$ cat config.mk
export PLATFORM = sky130hd
export DESIGN_NAME = mont_redc_flat
export DESIGN_NICKNAME = d
export VERILOG_FILES = /design/src/rtl/mont_redc_if.sv /design/src/rtl/mont_redc.sv /design/src/flat_wrapper.sv
export SDC_FILE = /design/constraint.sdc
export NUM_CORES = 1
export LEC_CHECK = 0
export CAP_MARGIN = 5
export CELL_PAD_IN_SITES_DETAIL_PLACEMENT = 0
export CELL_PAD_IN_SITES_GLOBAL_PLACEMENT = 2
export CORE_ASPECT_RATIO = 1.5
export CORE_UTILIZATION = 29
export CTS_CLUSTER_SIZE = 16
export DETAILED_ROUTE_END_ITERATION = 6
export GPL_ROUTABILITY_DRIVEN = 0
export PLACE_DENSITY = 0.89
export SYNTH_ARGS = -nofsm -noshare
export SYNTH_HDL_FRONTEND = slang
export SYNTH_SLANG_ARGS = --single-unit
export TNS_END_PERCENT = 20
$ cat constraint.sdc
create_clock -name clk -period 2.9 [get_ports clk]
set_input_delay 0.29 -clock clk [delete_from_list [all_inputs] [get_ports clk]]
set_output_delay 0.29 -clock clk [all_outputs]
set_load 0.02 [all_outputs]
$ cat src/rtl/mont_redc_if.sv
// Start/done handshake bundle shared by the Montgomery domain converters.
// red_err only exists when MONT_REDC_ERR_EN is defined.
interface mont_redc_if #(
  parameter int unsigned WIDTH = 32
) ();

  logic             md_start;
  logic [7:0]       len;
  logic [WIDTH-1:0] num_in;
  logic [WIDTH-1:0] modulus;
  logic             md_end;
  logic [WIDTH-1:0] red_out;
`ifdef MONT_REDC_ERR_EN
  logic             red_err;

  modport master (
    output md_start, len, num_in, modulus,
    input  md_end, red_out, red_err
  );

  modport slave (
    input  md_start, len, num_in, modulus,
    output md_end, red_out, red_err
  );
`else
  modport master (
    output md_start, len, num_in, modulus,
    input  md_end, red_out
  );

  modport slave (
    input  md_start, len, num_in, modulus,
    output md_end, red_out
  );
`endif

endinterface

$ cat src/rtl/mont_redc.sv
// Bit-serial Montgomery reduction: red_out = num_in * 2^-len mod modulus.
// Define MONT_REDC_ERR_EN to reject even moduli with red_err instead of computing.
module mont_redc #(
  parameter int unsigned WIDTH = 32
) (
  input  logic        clk,
  input  logic        rstn,
  mont_redc_if.slave  bus
);

  typedef enum logic [1:0] {
    StIdle = 2'd0,
    StCalc = 2'd1,
    StFix  = 2'd2,
    StDone = 2'd3
  } state_e;

  state_e           state_q;
  logic [WIDTH:0]   t_q;
  logic [WIDTH-1:0] n_q;
  logic [7:0]       iter_q;
`ifdef MONT_REDC_ERR_EN
  logic             err_q;
`endif

  logic [WIDTH:0] half_sum;
  logic [WIDTH:0] n_ext;
  logic           t_ge_n;

  // (t + n) >> 1 formed from the pre-shifted halves plus the dropped-LSB carry,
  // so the WIDTH+2-bit intermediate never needs to exist.
  always_comb begin
    half_sum = {1'b0, t_q[WIDTH:1]};
    if (t_q[0]) begin
      half_sum = {1'b0, t_q[WIDTH:1]} + {2'b00, n_q[WIDTH-1:1]}
               + {{WIDTH{1'b0}}, n_q[0]};
    end
  end

  assign n_ext  = {1'b0, n_q};
  assign t_ge_n = (t_q >= n_ext);

  always_ff @(posedge clk) begin
    if (!rstn) begin
      state_q <= StIdle;
      t_q     <= '0;
      n_q     <= '0;
      iter_q  <= '0;
`ifdef MONT_REDC_ERR_EN
      err_q   <= 1'b0;
`endif
    end else begin
      case (state_q)
        StIdle: begin
          if (bus.md_start) begin
            t_q    <= {1'b0, bus.num_in};
            n_q    <= bus.modulus;
            iter_q <= bus.len;
`ifdef MONT_REDC_ERR_EN
            err_q  <= 1'b0;
            if (!bus.modulus[0]) begin
              t_q     <= '0;
              err_q   <= 1'b1;
              state_q <= StDone;
            end else begin
              state_q <= (bus.len != 8'd0) ? StCalc : StFix;
            end
`else
            state_q <= (bus.len != 8'd0) ? StCalc : StFix;
`endif
          end
        end
        StCalc: begin
          t_q    <= half_sum;
          iter_q <= iter_q - 8'd1;
          if (iter_q == 8'd1) begin
            state_q <= StFix;
          end
        end
        StFix: begin
          if (t_ge_n) begin
            t_q <= t_q - n_ext;
          end
          state_q <= StDone;
        end
        StDone: begin
          state_q <= StIdle;
        end
        default: begin
          state_q <= StIdle;
        end
      endcase
    end
  end

  assign bus.md_end  = (state_q == StDone);
  assign bus.red_out = (state_q == StDone) ? t_q[WIDTH-1:0] : '0;
`ifdef MONT_REDC_ERR_EN
  assign bus.red_err = (state_q == StDone) & err_q;
`endif

endmodule
$ cat src/flat_wrapper.sv
// flat-port wrapper written by rule: the top's interface ports become plain ports
module mont_redc_flat 
#(
  parameter int unsigned WIDTH = 32
)
  (clk, rstn, bus_md_start, bus_len, bus_num_in, bus_modulus, bus_md_end, bus_red_out);
  mont_redc_if #(.WIDTH(WIDTH)) bus_i ();
  input  logic clk;
  input  logic rstn;
  input wire logic [$bits(bus_i.md_start)-1:0] bus_md_start;
  input wire logic [$bits(bus_i.len)-1:0] bus_len;
  input wire logic [$bits(bus_i.num_in)-1:0] bus_num_in;
  input wire logic [$bits(bus_i.modulus)-1:0] bus_modulus;
  output wire logic [$bits(bus_i.md_end)-1:0] bus_md_end;
  output wire logic [$bits(bus_i.red_out)-1:0] bus_red_out;
  assign bus_i.md_start = bus_md_start;
  assign bus_i.len = bus_len;
  assign bus_i.num_in = bus_num_in;
  assign bus_i.modulus = bus_modulus;
  assign bus_md_end = bus_i.md_end;
  assign bus_red_out = bus_i.red_out;
  mont_redc #(.WIDTH(WIDTH)) u_core (.clk(clk), .rstn(rstn), .bus(bus_i));
endmodule
# --- Word level (Yosys, flattened, before mapping) ---
# Cells that the tools add are included.
totals:
  reg_bits: 75
  latchBits: 0
  ramBits: 0
  rom_bits: 0
  in_bits: 75
  output_inout_bits: 33
  elab_cells: 35
  mem_count: 0
classes:
  n_addsub: 4
  n_mul: 0
  div_mod_pow: 0
  magnitude_cmp: 1
  n_eq_ne: 7
  shift: 0
  muxes: 11
  bitwise_logic: 0
  reduce_logical: 8
ops:
  columns: ["operator", "n"]
  rows:
  - ["two-way mux 33 bit", 3]
  - ["case mux 33 bit (3 select lines)", 1]
  - ["adder 32 x 31 -> 33 bit", 1]
  - ["adder 33 x 1 -> 33 bit", 1]
  - ["greater-or-equal comparator 33 x 32 -> 1 bit", 1]
  - ["subtractor 33 x 32 -> 33 bit", 1]
  - ["two-way mux 32 bit", 1]
  - ["case mux 8 bit (2 select lines)", 1]
  - ["== test 8 x 1 -> 1 bit, second input constant", 1]
  - ["two-way mux 8 bit", 1]
  - ["case mux 2 bit (4 select lines)", 1]
  - ["nonzero test 8 bit", 1]
  - ["subtractor 8 x 1 -> 8 bit, second input constant", 1]
  - ["two-way mux 2 bit", 3]
  - ["AND reduction 2 bit", 3]
  - ["== test 2 bit, second input constant", 2]
  - ["inequality test 2 x 1 -> 1 bit, second input constant", 2]
  - ["AND reduction 3 bit", 1]
  - ["nonzero test 3 bit", 1]
  - ["== test 2 x 1 -> 1 bit, second input constant", 1]
  - ["zero test 2 bit", 1]
  - ["inequality test 2 bit, second input constant", 1]
  - ["nonzero test 2 bit", 1]

# --- Depth between registers and ports, before layout ---
# Gate-level depths: netlist of run 1.
depth:
  depth_word: 4
  depth_mapped: 15
  ltp_nobuf: 13

# --- Worst setup path after synthesis of run 1 ---
# Ideal clock, no wire load.
synth_timing:
  kind: "register to register"
  start: "register u_core.n_q[0]"
  end: "register u_core.t_q[28]"
  setup_time_ns: 0.087
  t_arrival_ns: 2.906
  required_ns: 2.813
  slack_ns: -0.093
  path_stages_with_launch: 13
  path_buffers: 1
  period_less_slack_ns: 2.993
  path_cell_list: "dfxtp_1 fa_1 fa_1 nor2b_1 o311ai_2 a21boi_1 or3_1 buf_2 a2bb2oi_2 a221o_1 mux2i_1 o221a_1 o31ai_1"
synth_between:
  elab_chain_cells: 3
  elab_cells_between_ends: 8
  classes_between: "add/sub: 2; order compare: 1; eq/ne: 1; mux: 3; reduce/logical: 1"
synth_rtl:
  columns: ["item", "line_no", "text"]
  rows:
  - ["start: declaration", "mont_redc.sv:20", "logic [WIDTH-1:0] n_q;"]
  - ["start signal: assignment", "mont_redc.sv:57", "n_q <= bus.modulus;"]
  - ["subtractor 33 x 32 -> 33 bit, or another cell as far along", "mont_redc.sv:82", "t_q <= t_q - n_ext;"]
  - ["two-way mux 33 bit, or another cell as far along", "mont_redc.sv:81", "if (t_ge_n) begin"]
  - ["case mux 33 bit (3 select lines) or AND reduction 3 bit (tied branches)", null, null]
  - ["end signal: assignment", "mont_redc.sv:56", "t_q <= {1'b0, bus.num_in};"]
  - ["end signal: assignment", "mont_redc.sv:74", "t_q <= half_sum;"]
  - ["end signal: assignment", "mont_redc.sv:82", null]
  - ["end: declaration", "mont_redc.sv:19", "logic [WIDTH:0] t_q;"]
# Parallel ways exist; a longest one is shown, timed or not. The select of a mux whose other input is x is not followed.
# A chain may end at the register's enable or synchronous reset.

# --- Worst setup path in the final report of run 1 ---
layout_timing:
  start: "register u_core.n_q[1]"
  end: "register u_core.t_q[28]"
layout_between:
  elab_chain_cells: 4
  elab_cells_between_ends: 9
  classes_between: "add/sub: 3; order compare: 1; eq/ne: 1; mux: 3; reduce/logical: 1"
layout_rtl:
  columns: ["item", "line_no", "text"]
  rows:
  - ["adder 32 x 31 -> 33 bit", "mont_redc.sv:35", "half_sum = {1'b0, t_q[WIDTH:1]} + {2'b00, n_q[WIDTH-1:1]}"]
  - ["adder 33 x 1 -> 33 bit", "mont_redc.sv:36", "+ {{WIDTH{1'b0}}, n_q[0]};"]
  - ["two-way mux 33 bit", "mont_redc.sv:34", "if (t_q[0]) begin"]
  - ["case mux 33 bit (3 select lines)", "mont_redc.sv:53", "case (state_q)"]
# Parallel ways exist; a longest one is shown, timed or not. The select of a mux whose other input is x is not followed.

==> metrics, run 1 <==
final hold slack=464 ps; initial antenna violation count=0; worst path required time=3190 ps; unrepaired setup endpoints after global routing=yes; Peak VDD IR=0.000418 V; number of max-slew violations in the final report=0; clock share of power=10.9%; M2 GR Usage=43.5%; max_cap viols=0; syn avg cell area=7.09 um^2; Period minus WS final=2990 ps; register area share after synthesis=18.7%; layout cells sized above 1=22.0%; I/O Pins=108; HP Class=primary input to flop; failing checks=negative setup slack; Mapped Nets=1278; crit path DAT=3280 ps; largest net degree at the start of global routing=52; Period Utilization, post-route=103%; via count=9401; endpoints failing setup=10; Synth top area share=18.7%; CTS tree=yes; worst slew pin tran=664 ps; CP Max Fanout=5; Tot GR Track Use=24.6%; Synth area leader=dfxtp_1; post-route design area=11500 um^2; Clk Latency, worst-skew pair=370 ps; gr ovfl total=0; status=complete, but fails checks; Sink Count=75; leakage power total=4.74 nW; root buffer cell=clkbuf_16; EDFF count, synth=0; HPWL after DPL=26100 um; Non-Filler Instances=1717; Netlist cell types=85; cell row count=74; switching share of power=48.7%; htree depth=3; die width=138 um; Placed Area=10700 um^2; Final Hold Fails=0; critical path class=flop to flop; Power Density=998 nW/um^2; Final Power=11.5 mW; Yosys Warn Count=0; DRT iter0 DRCs=601; vias per cell=5.48; Initial Utilization=29.5%; drt first pass iters=5; I/O Buffers=107; Die Footprint=28300 um^2; P_int=5.88 mW; post-synthesis register bit count=75; DRC violations left=0; Comb pwr share=75.7%; final WL=34000 um; routing usage on met1=27.7%; Worst setup EP type=flop; Syn Inst Count=1131; setup ws final=-87.1 ps; met3 Usage GRT=3.33%; CTS clk-pin slew, worst paths=70 ps; Cells after DPL=1693; max_slew headroom=55.7%; Top Usage Layer GRT=met2; WL/cell=19.8 um; Ant. Diodes=0; Core ar.=27200 um^2; Peak Freq=0.335 GHz; Primary FF master, synth=dfxtp_1; clock tree buffer depth=2; number of global-route vias before repair=9670; cell area after synthesis=8020 um^2; post-synthesis async set-or-reset flop share=0%; Area Growth Syn to Fin=43.3%; register share of total power=13.4%; CTS buffer count=9; skew final=11.8 ps; most common cell after layout, fill and taps aside=buf_4; Final nets=1518; Worst setup SP type=flop; ANT nets after route=0; first-pass GRT wire length=52500 um; most frequent cells in the layout=buf_4, nand2_1, a21oi_1, clkdlybuf4s50_1, nor2_1; DIE HEIGHT=206 um; sw power=5.59 mW; Area contributors post-synth=dfxtp_1, ha_1, a21oi_1, nand2_1, xnor2_1
critical path, stage by stage (launching register included):
cell	delay [ps]
dfxtp_2	340
fa_2	410
fa_2	380
nor2b_4	150
o311ai_4	240
a21boi_2	120
or3_4	400
a2bb2oi_4	190
a221o_1	180
mux2i_1	70
o221a_1	250
o31ai_2	180
path summary, 6_finish.rpt:
kind,slack (ps),end,start,cells past startpoint
min reg2reg,480,u_core.n_q[18],u_core.n_q[18],2
max,-90,u_core.t_q[28],u_core.n_q[1],11
min,460,u_core.n_q[23],bus_modulus[23],3
max reg2reg,-90,u_core.t_q[28],u_core.n_q[1],11
layout make-up:
cell class              instances  area [um^2]
flip-flops and latches         75         1510
multi-input cells             904         6300
clock inverters                 5         78.8
inverters                      74          282
repair buffers                307         2670
fillers                      2771        15700
clock buffers                  10          229
well taps                     342          428
metal layers:
metal | vias up | wire length, um
met3 | 107 | 1700
li1 | 4538 | -
met2 | 334 | 17000
met4 | 0 | 1700
met5 | - | 0
met1 | 4422 | 13500
sequential cells by signal (all words and copies together) (netlist names):
| signal | flops |
|---|---|
| u_core.state_q | 2 |
| u_core.iter_q | 8 |
| u_core.t_q | 33 |
| u_core.n_q | 32 |
logic make-up after synthesis:
logic type / share of synthesized area (%)
mux: 1.51
simple gates: 23.4
xor+xnor: 5.13
fa+ha+maj: 11.5
compound gates: 31.8
buf+inv: 7.94
flops: 18.7
cell usage after synthesis (all sizes together) (13+ instances only):
| cell | n |
|---|---|
| a211oi | 21 |
| a21o | 13 |
| a21oi | 132 |
| and2 | 39 |
| buf | 29 |
| clkbuf | 49 |
| dfxtp | 75 |
| ha | 69 |
| inv | 71 |
| nand2 | 128 |
| nand3 | 36 |
| nor2 | 74 |
| nor2b | 13 |
| nor3 | 32 |
| o211ai | 26 |
| o21ai | 75 |
| o31ai | 13 |
| xnor2 | 40 |
power by group through the flow:
stage | clock network (mW) | logic [mW] | registers (mW)
detailed placement | 0 | 7.99 | 1.55
finish | 1.25 | 8.68 | 1.54
CTS | 1.30 | 8.23 | 1.53
global route | 1.32 | 9.35 | 1.57
global placement | 0 | 7.95 | 1.54
floorplan | 0 | 4.75 | 1.53
timing repair:
action                                  CTS  global route
gates resized for setup                  31            58
buffers inserted                          0             9
hold buffers                              0             0
endpoints found under the setup margin   33            32
pin swaps                                25            41
stage by stage:
step	TNS, ps	worst slack, ps	utilization, %
floorplan	-58.5	-37.4	-
global placement	-3860	-292	39.2
detailed placement	-4660	-359	39.2
CTS	-1370	-147	41.0
global route	-2870	-185	42.2
finish	-383	-87.1	42.2
Note: power is estimated with default switching activity, not from simulation.
==> run 2, diff against run 1 <==
- CORE_UTILIZATION: 29 -> 35
- PLACE_DENSITY: 0.89 -> 0.95
- clock period: 2.9 -> 3.9 ns (I/O delays scaled with it)
==> run 2 against run 1 <==
Effect of this change:
- the flow finishes with violations (design-rule violations)
- combinational power fell by 44%
- clock power fell by 30%
- maximum frequency fell by 14%
- sequential power fell by 21%
- power fell by 39%
- first-iteration DRC count fell by 7.7%
- wire length fell by 9.4%
- critical endpoint is now u_core.t_q[24]
- count of clock-buffer cells in the layout fell by 1
- setup slack improved by 520 ps
- worst hold slack improved by 13 ps
- non-clock buffer count fell by 174
- clock skew barely moved
==> metrics, run 2 (synthesis results as in run 1) <==
number of global-route vias before repair=8694 (was 9670); Hold Path Sink=u_core.n_q[4] (was u_core.n_q[23]); vias per cell=5.91 (was 5.48); Tot GR Track Use=26.3% (was 24.6%); number of max-slew violations in the final report=0 (unchanged); I/O Buffers=107 (unchanged); CTS tree=yes (unchanged); skew final=11.6 ps (was 11.8 ps); Final nets=1344 (was 1518); drt first pass iters=7 (was 5); worst slew pin tran=1150 ps (was 664 ps); post-CTS sizing=0 (was 31); Final Hold Fails=0 (unchanged); first-pass GRT wire length=48300 um (was 52500 um); unrepaired setup endpoints after global routing=no (was yes); largest registers=u_core.t_q: 33 flops, u_core.n_q: 32 flops, u_core.iter_q: 8 flops (unchanged); Initial Utilization=35.8% (was 29.5%); CTS buffer count=9 (unchanged); initial antenna violation count=0 (unchanged); Period minus WS final=3470 ps (was 2990 ps); critical path class=flop to flop (unchanged); HP Class=flop to flop (was primary input to flop); switching share of power=53.2% (was 48.7%); Worst setup EP type=flop (unchanged); max_cap viols=0 (unchanged); CP Max Fanout=6 (was 5); endpoints failing setup=0 (was 10); CTS hold repair buffers=0 (unchanged); HPWL after DPL=22600 um (was 26100 um); Peak Freq=0.288 GHz (was 0.335 GHz); Worst setup SP type=flop (unchanged); Period Utilization, post-route=89.0% (was 103%); Die Footprint=23500 um^2 (was 28300 um^2); max FFs per register=33 (unchanged); Core ar.=22400 um^2 (was 27200 um^2); P_int=3.26 mW (was 5.88 mW); final hold slack=477 ps (was 464 ps); register name with the most flops=u_core.t_q (unchanged); crit path DAT=3720 ps (was 3280 ps); ANT nets after route=0 (unchanged); Peak VDD IR=0.000392 V (was 0.000418 V); worst hold stages=2 (was 3); max_slew headroom=23.5% (was 55.7%); cell row count=67 (was 74); via count=8729 (was 9401); DRT iter0 DRCs=555 (was 601); leakage power total=3.77 nW (was 4.74 nW); min-delay src=u_core.n_q[4] (was bus_modulus[23]); Area Growth Syn to Fin=19.3% (was 43.3%); Sink Count=75 (unchanged); Comb pwr share=70.0% (was 75.7%); sw power=3.70 mW (was 5.59 mW); worst r2r src=u_core.n_q[0] (was u_core.n_q[1]); r2r setup slk=430 ps (was -90 ps); setup TNS=0 ps (was -383 ps); Power Density=727 nW/um^2 (was 998 nW/um^2); final WL=30800 um (was 34000 um); clock tree buffer depth=2 (unchanged); worst path required time=4150 ps (was 3190 ps); DRC violations left=6 (was 0); layout cells sized above 1=5.74% (was 22.0%); failing checks=design-rule violations (was negative setup slack); Ant. Diodes=0 (unchanged); gr ovfl total=0 (unchanged); most frequent cells in the layout=a21oi_1, nand2_1, clkdlybuf4s50_1, nor2_1, dfxtp_1 (was buf_4, nand2_1, a21oi_1, clkdlybuf4s50_1, nor2_1); register share of total power=17.5% (was 13.4%); root buffer cell=clkbuf_16 (unchanged); clock share of power=12.5% (was 10.9%); reg2reg end=u_core.t_q[24] (was u_core.t_q[28]); Clk Latency, worst-skew pair=370 ps (about the same); die width=126 um (was 138 um); largest net degree at the start of global routing=56 (was 52); status=complete, but fails checks (unchanged); DIE HEIGHT=187 um (was 206 um); htree depth=3 (unchanged); CTS clk-pin slew, worst paths=70 ps (about the same); most common cell after layout, fill and taps aside=a21oi_1 (was buf_4); reg2reg path depth=11 (unchanged); WL/cell=20.8 um (was 19.8 um); setup bufs post-CTS=0 (unchanged); I/O Pins=108 (unchanged)
[run 2: cell types whose count changed in the layout (fill, tap and decap cells not counted), moves of 5 or more]
cell,before,now
buf_4,189,26
ha_1,59,69
buf_12,6,0
buf_6,5,0
ha_2,5,0
ha_4,5,0
o21ai_0,63,68
[run 2: area by class of cell]
cell class,count,area (um^2)
fillers,2332,12800
multi-input cells,904,5880
flip-flops and latches,75,1500
repair buffers,133,1270
well taps,276,345
inverters,74,278
clock buffers,9,225
clock inverters,7,68.8
[run 2: layer usage]
| layer | GRT usage (%) | wire length [um] | vias up | share of wire [%] |
|---|---|---|---|---|
| met1 | 31.5 | 12700 | 4127 | 41 |
| met4 | 13.9 | 1490 | 0 | 4.8 |
| met3 | 3.12 | 1550 | 85 | 5.0 |
| met2 | 45.8 | 15000 | 307 | 49 |
| met5 | 0 | 0 | - | 0 |
| li1 | - | - | 4210 | - |
[run 2: how the worst max path moves through the flow]
stage | startpoint | to | slack [ps] | cells past startpoint
finish | u_core.n_q[0] | u_core.t_q[24] | 430 | 11
global route | u_core.t_q[1] | u_core.t_q[24] | 250 | 11
CTS | u_core.n_q[0] | u_core.t_q[24] | 410 | 11
detailed placement | u_core.n_q[0] | u_core.t_q[24] | 440 | 11
global placement | u_core.n_q[0] | u_core.t_q[24] | 490 | 11
floorplan | u_core.n_q[0] | u_core.t_q[28] | 910 | 12
[run 2: worst max-delay path, cell delays in order, from the launching register on]
cell	delay, ps
dfxtp_1	350
fa_1	470
fa_1	400
nor2b_1	190
o311ai_2	250
a21boi_1	120
or3_1	500
a2bb2oi_2	290
a211oi_1	110
o31a_1	280
nor3_1	270
o211ai_1	120
[run 2: power by group through the flow]
stage | registers, mW | clock network, mW | logic (mW)
floorplan | 1.14 | 0 | 3.52
global placement | 1.22 | 0 | 4.77
detailed placement | 1.23 | 0 | 4.77
CTS | 1.21 | 0.884 | 4.80
global route | 1.25 | 0.910 | 5.31
finish | 1.22 | 0.870 | 4.86
[run 2: per-stage QoR]
stage / worst slack, ps / total power [mW] / instances / area (um^2) / util (%)
after detailed placement: 438 / 6.00 / 1462 / 9280 / 41.4
after global placement: 490 / 5.99 / 1462 / 9280 / 41.4
after global routing: 248 / 7.47 / 1478 / 9570 / 42.8
after CTS: 407 / 6.90 / 1478 / 9570 / 42.8
final: 430 / 6.95 / 1478 / 9570 / 42.8
after floorplan: 907 / 4.66 / 1131 / 8020 / -
